$ cat src/rtl/sti_pkg.sv
// Shared definitions for the serial-to-pixel receiver: frame length encodings,
// FSM state type, address limit and the payload extraction helper.
package sti_pkg;

  localparam logic [1:0] LEN_8  = 2'd0;
  localparam logic [1:0] LEN_16 = 2'd1;
  localparam logic [1:0] LEN_24 = 2'd2;
  localparam logic [1:0] LEN_32 = 2'd3;

  typedef enum logic [1:0] {
    StIdle   = 2'd0,
    StRecv   = 2'd1,
    StFill   = 2'd2,
    StFinish = 2'd3
  } sti_state_e;

  localparam logic [7:0] PIXEL_ADDR_LAST = 8'd255;

  // Frame bit count for a length code: 8, 16, 24 or 32.
  function automatic logic [5:0] frame_bits(input logic [1:0] len);
    return {1'b0, len, 3'b000} + 6'd8;
  endfunction

  // The shift register holds the first serial bit at position N-1. For LSB-first
  // frames the low N bits are mirrored so that frame bit 0 is the first serial bit.
  function automatic logic [15:0] frame_payload(input logic [31:0] shift,
                                                input logic [1:0]  len,
                                                input logic        msb,
                                                input logic        low,
                                                input logic        fill);
    logic [31:0] rev;
    logic [31:0] frame;
    logic [15:0] pay;
    for (int i = 0; i < 32; i++) begin
      rev[i] = shift[31-i];
    end
    frame = msb ? shift : (rev >> (6'd32 - frame_bits(len)));
    case (len)
      LEN_8:   pay = low ? {frame[7:0], 8'h00} : {8'h00, frame[7:0]};
      LEN_16:  pay = frame[15:0];
      LEN_24:  pay = fill ? frame[23:8] : frame[15:0];
      default: pay = fill ? frame[31:16] : frame[15:0];
    endcase
    return pay;
  endfunction

endpackage

$ cat src/rtl/sti_rx_byte_asm.sv
// Pixel byte assembler: shifts accepted serial bits in so the first bit of each
// byte lands in bit 7, counts accepted bits of the frame and flags every 8th bit.
module sti_rx_byte_asm
  import sti_pkg::*;
(
  input  logic       clk,
  input  logic       reset,
  input  logic       clear,
  input  logic       shift_en,
  input  logic       bit_in,
  output logic [7:0] byte_next,
  output logic [5:0] bit_cnt,
  output logic       byte_done
);

  logic [7:0] shreg_q;
  logic [5:0] cnt_q;

  assign byte_next = {shreg_q[6:0], bit_in};
  assign byte_done = shift_en && (cnt_q[2:0] == 3'd7);
  assign bit_cnt   = cnt_q;

  // Shift register and frame bit counter; cleared at the start of every frame.
  always_ff @(posedge clk or posedge reset) begin
    if (reset) begin
      shreg_q <= 8'h00;
      cnt_q   <= 6'd0;
    end else if (clear) begin
      shreg_q <= 8'h00;
      cnt_q   <= 6'd0;
    end else if (shift_en) begin
      shreg_q <= byte_next;
      cnt_q   <= cnt_q + 6'd1;
    end
  end

endmodule

$ cat src/rtl/sti_rx.sv
// Serial frame receiver: deserialises 8..32-bit frames into a 16-bit payload and
// a stream of pixel byte writes. Optional feature macro STI_RX_ZERO_FILL_EN:
// when defined, the final frame is followed by zero writes up to address 255.
module sti_rx
  import sti_pkg::*;
(
  input  logic        clk,
  input  logic        reset,
  input  logic        cfg_load,
  input  logic [1:0]  cfg_length,
  input  logic        cfg_msb,
  input  logic        cfg_low,
  input  logic        cfg_fill,
  input  logic        cfg_end,
  input  logic        si_data,
  input  logic        si_valid,
  output logic [15:0] po_data,
  output logic        po_valid,
  output logic        pixel_wr,
  output logic [7:0]  pixel_addr,
  output logic [7:0]  pixel_dataout,
  output logic        pixel_finish,
  output logic        busy
);

  sti_state_e  state_q, state_d;
  logic [1:0]  len_q;
  logic        msb_q, low_q, fill_q, end_q;
  logic [31:0] frame_q, frame_d;
  logic [15:0] po_data_q;
  logic        po_valid_q;
  logic        pix_wr_q, pix_wr_d;
  logic [7:0]  pix_data_q, pix_data_d;
  logic [7:0]  pix_addr_q;
  logic        finish_q;
`ifdef STI_RX_ZERO_FILL_EN
  logic        ovf_q;
`endif

  logic        accept, clear, frame_last, byte_done;
  logic [7:0]  byte_next;
  logic [5:0]  bit_cnt;
  sti_state_e  end_state;

  assign accept     = (state_q == StRecv) && si_valid;
  assign clear      = (state_q == StIdle) && cfg_load;
  assign frame_last = accept && (bit_cnt == frame_bits(len_q) - 6'd1);
  assign frame_d    = {frame_q[30:0], si_data};

`ifdef STI_RX_ZERO_FILL_EN
  // An address wrap already used the whole pixel space, so no fill is needed.
  assign end_state = ovf_q ? StFinish : StFill;
`else
  assign end_state = StFinish;
`endif

  sti_rx_byte_asm u_byte_asm (
    .clk       (clk),
    .reset     (reset),
    .clear     (clear),
    .shift_en  (accept),
    .bit_in    (si_data),
    .byte_next (byte_next),
    .bit_cnt   (bit_cnt),
    .byte_done (byte_done)
  );

  // Next state and the pixel write request for the coming cycle.
  always_comb begin
    state_d    = state_q;
    pix_wr_d   = 1'b0;
    pix_data_d = pix_data_q;
    case (state_q)
      StIdle: if (cfg_load) state_d = StRecv;
      StRecv: if (frame_last) state_d = end_q ? end_state : StIdle;
`ifdef STI_RX_ZERO_FILL_EN
      // The write just issued at address 255 is the last one of the space.
      StFill: begin
        if (pix_wr_q && (pix_addr_q == PIXEL_ADDR_LAST)) begin
          state_d = StFinish;
        end else begin
          pix_wr_d   = 1'b1;
          pix_data_d = 8'h00;
        end
      end
`endif
      StFinish: state_d = StFinish;
      default:  state_d = StIdle;
    endcase
    if (byte_done) begin
      pix_wr_d   = 1'b1;
      pix_data_d = byte_next;
    end
  end

  // FSM, latched configuration and frame shift register.
  always_ff @(posedge clk or posedge reset) begin
    if (reset) begin
      state_q <= StIdle;
      len_q   <= LEN_8;
      msb_q   <= 1'b0;
      low_q   <= 1'b0;
      fill_q  <= 1'b0;
      end_q   <= 1'b0;
      frame_q <= 32'h0;
    end else begin
      state_q <= state_d;
      if (clear) begin
        len_q   <= cfg_length;
        msb_q   <= cfg_msb;
        low_q   <= cfg_low;
        fill_q  <= cfg_fill;
        end_q   <= cfg_end;
        frame_q <= 32'h0;
      end else if (accept) begin
        frame_q <= frame_d;
      end
    end
  end

  // Payload strobe, issued in the cycle after the last frame bit.
  always_ff @(posedge clk or posedge reset) begin
    if (reset) begin
      po_data_q  <= 16'h0;
      po_valid_q <= 1'b0;
      finish_q   <= 1'b0;
    end else begin
      po_valid_q <= frame_last;
      if (frame_last) begin
        po_data_q <= frame_payload(frame_d, len_q, msb_q, low_q, fill_q);
      end
      finish_q <= (state_q == StFinish);
    end
  end

  // Pixel write port; the address advances after each write has been presented.
  always_ff @(posedge clk or posedge reset) begin
    if (reset) begin
      pix_wr_q   <= 1'b0;
      pix_data_q <= 8'h00;
      pix_addr_q <= 8'h00;
    end else begin
      pix_wr_q   <= pix_wr_d;
      pix_data_q <= pix_data_d;
      if (pix_wr_q) pix_addr_q <= pix_addr_q + 8'd1;
    end
  end

`ifdef STI_RX_ZERO_FILL_EN
  // Sticky wrap flag for data writes; fill writes never set it.
  always_ff @(posedge clk or posedge reset) begin
    if (reset) begin
      ovf_q <= 1'b0;
    end else if (pix_wr_q && (pix_addr_q == PIXEL_ADDR_LAST) && (state_q != StFill)) begin
      ovf_q <= 1'b1;
    end
  end
`endif

  assign po_data       = po_data_q;
  assign po_valid      = po_valid_q;
  assign pixel_wr      = pix_wr_q;
  assign pixel_addr    = pix_addr_q;
  assign pixel_dataout = pix_data_q;
  assign pixel_finish  = finish_q;
  assign busy          = (state_q != StIdle);

endmodule

$ cat config.mk
export PLATFORM = sky130hd
export DESIGN_NAME = sti_rx
export DESIGN_NICKNAME = d
export VERILOG_FILES = /design/src/rtl/sti_pkg.sv /design/src/rtl/sti_rx_byte_asm.sv /design/src/rtl/sti_rx.sv
export SDC_FILE = /design/constraint.sdc
export NUM_CORES = 1
export LEC_CHECK = 0
export ABC_AREA = 0
export CORE_MARGIN = 3
export CORE_UTILIZATION = 25
export DETAILED_ROUTE_END_ITERATION = 8
export SLEW_MARGIN = 20
export SYNTH_ARGS = -nofsm -noshare
export SYNTH_HDL_FRONTEND = slang
export SYNTH_SLANG_ARGS = --single-unit
$ cat constraint.sdc
create_clock -name clk -period 7.1 [get_ports clk]
set_input_delay 1.775 -clock clk [delete_from_list [all_inputs] [get_ports clk]]
set_output_delay 1.775 -clock clk [all_outputs]
set_load 0.05 [all_outputs]
# --- After elaboration in Yosys (flattened, before gate mapping) ---
# Index checks and enable logic that the tools add are counted.
# W data, S select, Z words.
totals:
  memories: 0
  out_inout_bits: 36
  ram_bits: 0
  mem_bits_ro: 0
  latch_bits: 0
  regBits: 87
classes:
  div_mod_pow: 0
  multipliers: 0
  n_shift: 1
  n_reduce_logical: 9
  order_cmp: 0
  add_sub_neg: 5
  n_eq_ne: 8
  bitwise_logic: 0
  mux: 16
op_table:
  columns: ["operator", "n"]
  rows:
  - ["$mux W31", 2]
  - ["$mux W16", 3]
  - ["$pmux W16 S3", 1]
  - ["$mux W32", 1]
  - ["$shr A32 B6 Y32", 1]
  - ["$mux W7", 2]
  - ["$mux W6", 2]
  - ["$add A8 B1 Y8 const B", 1]
  - ["$add A5 B4 Y6 const B", 1]
  - ["$add A6 B1 Y6 const B", 1]
  - ["$eq A6 B6 Y1", 1]
  - ["$mux W2", 3]
  - ["$pmux W2 S3", 1]
  - ["$sub A6 B1 Y6 const B", 1]
  - ["$sub A6 B6 Y6 const A", 1]
  - ["$eq A2 B1 Y1 const B", 2]
  - ["$eq A2 B2 Y1 const B", 2]
  - ["$logic_and A1 B1 Y1", 4]
  - ["$logic_not A2 Y1", 2]
  - ["$ne A2 B2 Y1 const B", 2]
  - ["$reduce_bool A2 Y1", 2]
  - ["$eq A3 B3 Y1 const B", 1]
  - ["$reduce_and A2 Y1", 1]
  - ["$mux W1", 1]

# --- Longest topological paths before layout ---
# Gate-level depths: netlist of run 1.
depth:
  word_depth: 6
  mapped_depth: 12
  depth_no_buf: 8

# --- Cells and area by module ---
# From an unflattened synthesis of run 1, not the netlist that was laid out.
hier_totals:
  hier_cells: 586
  area_unflattened_um2: 5336.4
by_module_without_submodules:
  columns: ["mod", "cells_each", "area_each_um2", "seq_area_each_um2", "instances"]
  rows:
  - ["sti_rx", 534, 4744.6, 1851.8, 1]
  - ["sti_rx_byte_asm", 52, 591.8, 325.3, 1]

# --- Least setup slack after synthesis of run 1 ---
# OpenSTA, ideal clock, no wires.
synth_timing:
  path_type: "input-to-reg"
  startpoint: "in si_valid"
  endpoint: "reg po_data_q[10] (netlist: po_data[10])"
  t_arrival_ps: 2832
  slack_ps: 4134
  cell_stages: 7
  path_buffers: 1
  path_cell_list: "nand2_1 -> nor2_1 -> nand4_1 -> nand2b_1 -> buf_2 -> a2111oi_0 -> a21oi_1"
synth_via:
  elab_chain_len: 2
synth_rtl:
  columns: ["item", "line_no", "source"]
  rows:
  - ["start: declaration", "sti_rx.sv:16", "input logic si_valid,"]
  - ["$logic_and A1 B1 Y1", "sti_rx.sv:45", "assign accept = (state_q == StRecv) && si_valid;"]
  - ["$logic_and A1 B1 Y1", "sti_rx.sv:47", "assign frame_last = accept && (bit_cnt == frame_bits(len_q) - 6'd1);"]
  - ["end signal: assignment", "sti_rx.sv:130", "po_data_q <= frame_payload(frame_d, len_q, msb_q, low_q, fill_q);"]
  - ["end: declaration", "sti_rx.sv:30", "logic [15:0] po_data_q;"]
# Every way passes these cells.
# A chain may end at the register's enable or synchronous reset.

# --- Final worst setup path of run 1 ---
layout_timing:
  startpoint: "in si_valid"
  endpoint: "reg po_data_q[12] (netlist: po_data[12])"
# Same word-level chain as after synthesis.

==> results of run 1 <==
[through the flow]
stage	hold WS, ns	setup slack [ns]	utilization
floorplan	0.482	3.27	-
global placement	0.468	2.52	0.294
detailed placement	0.474	2.43	0.294
CTS	0.487	2.77	0.312
global route	0.510	2.58	0.312
finish	0.477	2.82	0.312
[report_power, final]
| group | leakage (nW) | switching [W] | internal, W |
|---|---|---|---|
| registers | 1.07 | 0.000240 | 0.000607 |
| logic | 0.998 | 0.000771 | 0.000521 |
| clock network | 0.151 | 0.000193 | 0.000287 |
[routing by layer]
layer,part of all wire,GRT usage,vias to the layer above
met3,0.052,0.0239,13
met2,0.48,0.197,130
met5,0,0,-
met4,0.018,0.0454,0
met1,0.45,0.170,1875
li1,-,-,1695
[path summary, 6_finish.rpt]
check,start,end,slack (ns),cells after the start
worst max-delay path,si_valid,po_data[12],2.82,8
worst min-delay path,pixel_addr[7],pixel_addr[7],0.48,1
worst max register to register,len_q[0],po_data[12],3.15,6
worst min register to register,pixel_addr[7],pixel_addr[7],0.48,1
max in group asynchronous,reset,len_q[0],4.33,3
min in group asynchronous,reset,po_data[15],2.07,3
[flip-flops by register name, indices dropped and copies added (netlist names), 2 cells and up]
name / flops
len_q: 2
frame_q: 25
po_data: 16
pixel_addr: 8
u_byte_asm.bit_cnt: 6
u_byte_asm.shreg_q: 6
pixel_dataout: 8
state_q: 2
[area by class of cell]
type | count | area share
clock inverter | 6 | 0.0137
tap | 225 | 0.0512
sequential | 80 | 0.365
timing repair buffer | 50 | 0.0893
clock buffer | 10 | 0.0435
multi-input combinational | 313 | 0.431
inverter | 9 | 0.00638
[logic make-up after synthesis]
kind of cell,share of synthesized area
xor gates and xnor gates,0.0347
adders and majority gates,0.0219
buffers and inverters,0.0478
AOI/OAI and AO/OA,0.237
and+or+nand+nor,0.101
DFF,0.437
muxes,0.121
[placed cells by master (no fill, tap or decap), types with 6 or more instances in the layout]
cell type,n
a21oi_1,14
a221oi_1,14
a22o_1,44
a22oi_1,10
clkbuf_16,9
clkdlybuf4s50_1,46
dfrtp_1,79
ha_1,8
mux2_2,18
mux2i_1,17
mux4_2,8
nand2_1,54
nor2_1,17
nor2b_1,9
o21ai_0,21
xnor2_1,6
xor2_1,9
==> impl_metrics.csv, run 1 <==
group,metric,value,unit
status,status,"completed",
floorplan,chipHeight,141,um
synthesis,ys.flop_type,"dfrtp_1",
timing,period_share,0.603,
timing,setup-tns-final,0,ns
synthesis,synth_seq_cells,80,
detailed_routing,drt_iter0_drc,401,
run,cap_violations,0,
synthesis,synth_top_cell_by_area,"dfrtp_1",
synthesis,async_flop_share,1.00,
timing,fmax,234,MHz
cells_and_area,nNetsFinal,482,
clocking,ctsResizeCount,0,
timing,rsz0062_at_grt,"no",
cells_and_area,register_area,2000,um2
global_routing,grtUsageTotal,0.124,
timing,skew,0.00847,ns
floorplan,io_pins,47,
worst_setup_path,cp-end-kind,"register",
clocking,postCtsSetupBuffers,0,
timing,worst_pin_slew,1.06,ns
detailed_routing,vias_per_cell,5.36,
detailed_routing,drc,0,
global_routing,antenna_found_initial,0,
timing,setup_viol,0,
detailed_routing,routed_wirelength,12.2,mm
place,dp.final_hpwl,8.83,mm
power,ir_worst_vdd,0.164,mV
clocking,cts_buffer_depth,2,
place,placed_cell_area,5180,um2
worst_setup_path,arrival,4.51,ns
synthesis,yosys-top-cells-count,"dfrtp_1, nand2_1, a22o_1",
cells_and_area,fill_cells,1764,
floorplan,coreArea,17600,um2
clocking,cts_tree,"built",
worst_setup_path,start_kind,"input port",
cells_and_area,multiInputGateArea,2370,um2
cells_and_area,fin_area,5490,um2
synthesis,synth_most_common_cell,"dfrtp_1",
place,dpl.cell_count,677,
detailed_routing,num_vias,3713,
worst_setup_path,cpPeakStageDelay,0.65,ns
worst_setup_path,crit_chain,"clkdlybuf4s50_1 -> nand2_1 -> nor2_2 -> buf_4 -> nand4_1 -> nand2b_1 -> clkinv_1 -> o221a_2",
cells_and_area,drive_gt1_frac,0.128,
floorplan,start_util,0.260,
power,powerDensity,477,nW/um2
detailed_routing,drtAntennaViolNets,0,
global_routing,overflow,0,
hold_path,hp-class,"reg2reg",
synthesis,synth_nets,459,
power,total_power,0.00262,W
clocking,htree_levels,3,
floorplan,rows,48,
worst_setup_path,path_buf_inv,3,
synthesis,syn_avg_cell_area,10.4,um2
clocking,clockRootBuffer,"clkbuf_16",
timing,fin_crit,4.28,ns
synthesis,synth.distinct_cells,48,
global_routing,grt_pass1_wl,20.0,mm
cells_and_area,antennaDiodeCount,0,
floorplan,die_w,141,um
synthesis,ys_seq_area_frac,0.437,
worst_setup_path,critical_path.top_delay_family,"buffers and inverters",
clocking,path_clk_slew,0.06,ns
timing,slew_viol_final,0,
floorplan,fp.dieArea,20000,um2
worst_setup_path,cp_max_fo,39,
clocking,cts_hold_buf,0,
timing,finalHoldViolations,0,
worst_setup_path,required,7.33,ns
place,port_buffers,46,
global_routing,grt_pass1_vias,3624,
synthesis,syn-cell-area,4580,um2
clocking,clk_latency,0.34,ns
cells_and_area,area_growth,19.9,%
synthesis,yosysTopAreaCellShare,0.437,
clocking,cts_buffers,9,
place,gp_congestion,0.860,
worst_setup_path,path_class,"in2reg",
worst_setup_path,crit_slowest_cell,"clkinv_1",
cells_and_area,final_cell_count_no_fill,693,
clocking,clock_sinks,80,
power,leakagePower,2.22,nW
detailed_routing,wl_per_cell,17.6,um
synthesis,synth.top_cells.by_area,"dfrtp_1, a22o_1, mux2_2",
timing,maxSlewHeadroom,0.295,
detailed_routing,drt-pass1-iter-count,5,
synthesis,synth_edf_count,0,
global_routing,grt_max_degree,81,
synthesis,synthCells,440,
synthesis,yosys_warnings,0,
Power figures use the tool's default switching activity.
==> inputs of run 2 (changes only) <==
==> constraint.sdc (replaced) <==
create_clock -name clk -period 4 [get_ports clk]
set_input_delay 1 -clock clk [delete_from_list [all_inputs] [get_ports clk]]
set_output_delay 1 -clock clk [all_outputs]
set_load 0.05 [all_outputs]
==> impl_metrics.csv, run 2 (same netlist as run 1, synthesis figures left out) <==
group,metric,value,unit
power,p_sw_frac,0.455,
global_routing,grt_pass1_wl,20.3,mm
global_routing,overflow,0,
power,leakagePower,2.25,nW
power,pwr-share-comb,0.496,
detailed_routing,routed_wirelength,12.5,mm
power,p_seq_frac,0.313,
floorplan,start_util,0.260,
clocking,cts_buffer_depth,2,
timing,holdWs,0.483,ns
timing,maxSlewHeadroom,0.499,
timing,setup-tns-final,0,ns
cells_and_area,drive_gt1_frac,0.137,
clocking,cts_hold_buf,0,
power,powerDensity,855,nW/um2
detailed_routing,drc,0,
power,ir_worst_vdd,0.427,mV
global_routing,grt_max_degree,39,
clocking,path_clk_slew,0.06,ns
timing,setup_viol,0,
run,cap_violations,0,
detailed_routing,drt_iter0_drc,418,
worst_setup_path,required,4.23,ns
detailed_routing,vias_per_cell,5.17,
timing,slew_viol_final,0,
detailed_routing,num_vias,3612,
cells_and_area,fin_util,0.315,
cells_and_area,largest_register_ffs,25,
floorplan,coreArea,17600,um2
cells_and_area,layout_commonest_cell,"dfrtp_1",
clocking,clock_sinks,80,
clocking,clockRootBuffer,"clkbuf_16",
detailed_routing,wl_per_cell,17.9,um
floorplan,io_pins,47,
global_routing,grtUsageTotal,0.127,
clocking,clk_latency,0.34,ns
worst_setup_path,cp_common_cell,"buf_4",
hold_path,hp-class,"reg2reg",
cells_and_area,nNetsFinal,488,
timing,fmax,324,MHz
clocking,htree_levels,3,
detailed_routing,drtAntennaViolNets,0,
cells_and_area,area_growth,21.1,%
floorplan,fp.dieArea,20000,um2
timing,skew,0.00630,ns
worst_setup_path,cpPeakStageDelay,0.59,ns
clocking,ctsResizeCount,0,
place,gp_congestion,0.832,
worst_setup_path,arrival,3.31,ns
power,intPower,0.00258,W
floorplan,rows,48,
clocking,cts_tree,"built",
cells_and_area,largest-register,"frame_q",
worst_setup_path,crit_chain,"buf_4 -> ha_1 -> buf_4 -> xnor2_4 -> xor2_1 -> nand2b_1 -> clkinv_1 -> o221a_2",
clocking,cts_buffers,9,
global_routing,grt_pass1_vias,3609,
power,pwr-share-clk,0.191,
timing,finalHoldViolations,0,
worst_setup_path,start_kind,"register",
worst_setup_path,r2r_cells,8,
floorplan,die_w,141,um
timing,period_share,0.771,
worst_setup_path,cp_max_fo,27,
timing,rsz0062_at_grt,"no",
cells_and_area,layout_common_cells,"dfrtp_1, nand2_1, clkdlybuf4s50_1",
worst_setup_path,path_class,"reg2reg",
status,status,"completed",
clocking,postCtsSetupBuffers,0,
place,dp.final_hpwl,9.19,mm
timing,fin_crit,3.09,ns
power,netSwitchingPower,0.00216,W
hold_path,min_path_cells,1,
worst_setup_path,cp-end-kind,"register",
place,port_buffers,46,
cells_and_area,antennaDiodeCount,0,
floorplan,chipHeight,141,um
power,total_power,0.00474,W
worst_setup_path,crit_slowest_cell,"clkinv_1",
timing,worst_pin_slew,0.749,ns
global_routing,antenna_found_initial,0,
detailed_routing,drt-pass1-iter-count,6,
run 2: cell count changes in the layout (fill, tap and decap cells not counted):
cell / before / now
clkinv_4: 2 / 1
dfrtp_2: 1 / 0
nor2_2: 1 / 2
bufinv_16: 1 / 2
inv_8: 1 / 0
clkinv_2: 1 / 2
dfrtp_1: 79 / 80
buf_4: 4 / 10
nor2_4: 1 / 0
run 2: final cells by class:
cell class              instances  area (um2)
clock buffers                  10         239
clock inverters                 6        90.1
fillers                      1759       12000
inverters                       9        35.0
multi-input cells             313        2360
flip-flops and latches         80        2000
well taps                     225         282
repair buffers                 56         536
run 2: stage by stage:
step                area (um2)  worst slack, ns  instances
floorplan                 4580            0.948        440
global placement          5220            0.696        683
detailed placement        5220            0.595        683
CTS                       5550            0.873        699
global route              5550            0.613        699
finish                    5550            0.914        699
run 2: critical path, delay by kind of cell, from the launching register on:
family | cells | cell delay, ns
buffers and inverters | 3 | 1.23
xor gates and xnor gates | 2 | 0.31
AOI/OAI and AO/OA | 1 | 0.46
adders and majority gates | 1 | 0.21
and+or+nand+nor | 1 | 0.41
DFF | 1 | 0.36
run 2: path summary, 6_finish.rpt:
path	from	slack, ns	endpoint
min	pixel_addr[7]	0.48	pixel_addr[7]
max reg2reg	len_q[0]	0.91	po_data[11]
min in group asynchronous	reset	0.95	u_byte_asm.shreg_q[2]
min reg2reg	pixel_addr[7]	0.48	pixel_addr[7]
max	len_q[0]	0.91	po_data[11]
max in group asynchronous	reset	2.32	frame_q[16]
run 2: layer usage:
layer  wire, um  vias up  global-route usage
li1           -     1715                   -
met3        592       18              0.0212
met1       6000     1754               0.177
met2       5580      125               0.193
met5          0        -                   0
met4        349        0              0.0556
run 2: power by group through the flow:
| stage | Sequential, W | Combinational [W] | Clock, W |
|---|---|---|---|
| global route | 0.00153 | 0.00254 | 0.000956 |
| detailed placement | 0.00149 | 0.00234 | 0 |
| global placement | 0.00148 | 0.00233 | 0 |
| finish | 0.00148 | 0.00235 | 0.000905 |
| CTS | 0.00148 | 0.00235 | 0.000918 |
| floorplan | 0.00164 | 0.00155 | 0 |
==> inputs of run 3 (changes only) <==
==> constraint.sdc (replaced) <==
create_clock -name clk -period 2.9 [get_ports clk]
set_input_delay 0.725 -clock clk [delete_from_list [all_inputs] [get_ports clk]]
set_output_delay 0.725 -clock clk [all_outputs]
set_load 0.05 [all_outputs]
==> impl_metrics.csv, run 3 (same netlist as run 1, synthesis figures left out) <==
group,metric,value,unit
status,status,"completed",
timing,period_share,0.899,
detailed_routing,drt_iter0_drc,352,
worst_setup_path,cp_common_cell,"buf_4",
power,powerDensity,1160,nW/um2
cells_and_area,drive_gt1_frac,0.155,
clocking,clockRootBuffer,"clkbuf_16",
worst_setup_path,r2r_end,"po_data[10]",
run,cap_violations,0,
clocking,path_clk_slew,0.06,ns
place,dpl.cell_count,692,
cells_and_area,fin_area,5620,um2
place,port_buffers,46,
worst_setup_path,required,3.15,ns
floorplan,rows,48,
worst_setup_path,cp-end-kind,"register",
cells_and_area,multiInputGateArea,2370,um2
worst_setup_path,arrival,2.85,ns
timing,maxSlewHeadroom,0.600,
power,leakagePower,2.30,nW
cells_and_area,register_area,2000,um2
timing,worst_pin_slew,0.598,ns
cells_and_area,layout_commonest_cell,"dfrtp_1",
hold_path,hp-class,"reg2reg",
cells_and_area,largest-register,"frame_q",
timing,rsz0062_at_grt,"no",
clocking,cts_buffers,9,
clocking,clock_sinks,80,
worst_setup_path,start_kind,"register",
global_routing,grtUsageTotal,0.126,
floorplan,io_pins,47,
cells_and_area,final_cell_count_no_fill,708,
cells_and_area,area_growth,22.6,%
timing,fin_crit,2.61,ns
clocking,cts_buffer_depth,2,
worst_setup_path,cpPeakStageDelay,0.42,ns
worst_setup_path,crit_chain,"buf_4 -> ha_1 -> xnor2_4 -> buf_4 -> nor4b_2 -> buf_4 -> nand2_1 -> o2111ai_1 -> mux2i_1 -> a21oi_1",
floorplan,start_util,0.260,
clocking,postCtsSetupBuffers,0,
power,ir_worst_vdd,0.414,mV
hold_path,min_path_cells,1,
detailed_routing,drc,0,
floorplan,fp.dieArea,20000,um2
cells_and_area,largest_register_ffs,25,
detailed_routing,routed_wirelength,12.2,mm
hold_path,hold-path-endpoint,"pixel_addr[7]",
worst_setup_path,path_class,"reg2reg",
cells_and_area,layout_common_cells,"dfrtp_1, nand2_1, clkdlybuf4s50_1",
global_routing,grt_max_degree,81,
place,gp_congestion,0.897,
global_routing,overflow,0,
worst_setup_path,ff2ff_setup_slack,0.29,ns
floorplan,chipHeight,141,um
detailed_routing,vias_per_cell,5.29,
place,pre_cts_slack,0.230,ns
hold_path,hold_path.startpoint,"pixel_addr[7]",
clocking,htree_levels,3,
global_routing,grt_pass1_wl,20.3,mm
cells_and_area,nNetsFinal,497,
cells_and_area,antennaDiodeCount,0,
place,dp.final_hpwl,8.83,mm
clocking,cts_tree,"built",
timing,setup_viol,0,
timing,setup_ws,0.294,ns
timing,holdWs,0.474,ns
timing,skew,0.0117,ns
worst_setup_path,r2r_cells,10,
timing,setup-tns-final,0,ns
floorplan,coreArea,17600,um2
global_routing,grt_pass1_vias,3724,
timing,fmax,384,MHz
detailed_routing,drtAntennaViolNets,0,
worst_setup_path,crit_slowest_cell,"nor4b_2",
global_routing,antenna_found_initial,0,
detailed_routing,num_vias,3746,
timing,slew_viol_final,0,
clocking,clk_latency,0.34,ns
worst_setup_path,cp_max_fo,25,
place,placed_cell_area,5310,um2
timing,finalHoldViolations,0,
floorplan,die_w,141,um
worst_setup_path,rr_startpoint,"len_q[0]",
detailed_routing,wl_per_cell,17.2,um
detailed_routing,drt-pass1-iter-count,5,
cells_and_area,fill_cells,1771,
-- run 3: cell types whose count changed in the layout (fill, tap and decap cells not counted) --
cell,change
buf_12,+2
buf_4,+7
bufinv_16,-1
clkinv_2,+1
clkinv_4,-1
ha_1,-1
ha_2,+1
inv_6,+1
-- run 3: final cells by class --
class,count,area share
Clock buffer,10,0.0425
Clock inverter,6,0.0116
Inverter,9,0.00624
Multi-Input combinational cell,313,0.421
Sequential cell,80,0.356
Tap cell,225,0.0501
Timing Repair Buffer,65,0.112
-- run 3: what timing repair did --
item                       in CTS  in global routing
setup endpoints to repair       0                  1
hold buffers                    0                  0
gates resized for setup         0                  1
hold endpoints to repair        0                  0
-- run 3: worst max-delay path by stage --
stage	startpoint	to	slack (ns)
floorplan	reset	end_q	0.12
global placement	si_valid	po_data[8]	0.23
detailed placement	si_valid	po_data[10]	0.23
CTS	len_q[1]	po_data[10]	0.23
global route	len_q[1]	po_data[13]	0.08
finish	len_q[0]	po_data[10]	0.29
-- run 3: critical path, delay by kind of cell (launching register included) --
family	cells	cell delay [ns]
muxes	1	0.10
and+or+nand+nor	2	0.48
adders and majority gates	1	0.38
xor gates and xnor gates	1	0.17
buffers and inverters	3	0.75
AOI/OAI and AO/OA	2	0.27
DFF	1	0.36
-- run 3: power breakdown --
| part | total, W | switching, W | internal, W | leakage [nW] |
|---|---|---|---|---|
| clock | 0.00115 | 0.000453 | 0.000693 | 0.149 |
| sequential | 0.00201 | 0.000525 | 0.00149 | 1.07 |
| combinational | 0.00336 | 0.00196 | 0.00140 | 1.08 |
| total | 0.00651 | 0.00294 | 0.00358 | 2.30 |
-- run 3: routing by layer --
layer,vias to the layer above,track usage,part of all wire
met4,0,0.0648,0.041
met2,160,0.198,0.46
li1,1721,-,-
met1,1834,0.167,0.44
met3,31,0.0202,0.059
met5,-,0,0
-- run 3: through the flow --
stage                util  power (W)
floorplan               -    0.00441
global placement    0.302    0.00531
detailed placement  0.302    0.00535
CTS                 0.319    0.00652
global route        0.319    0.00693
finish              0.319    0.00651
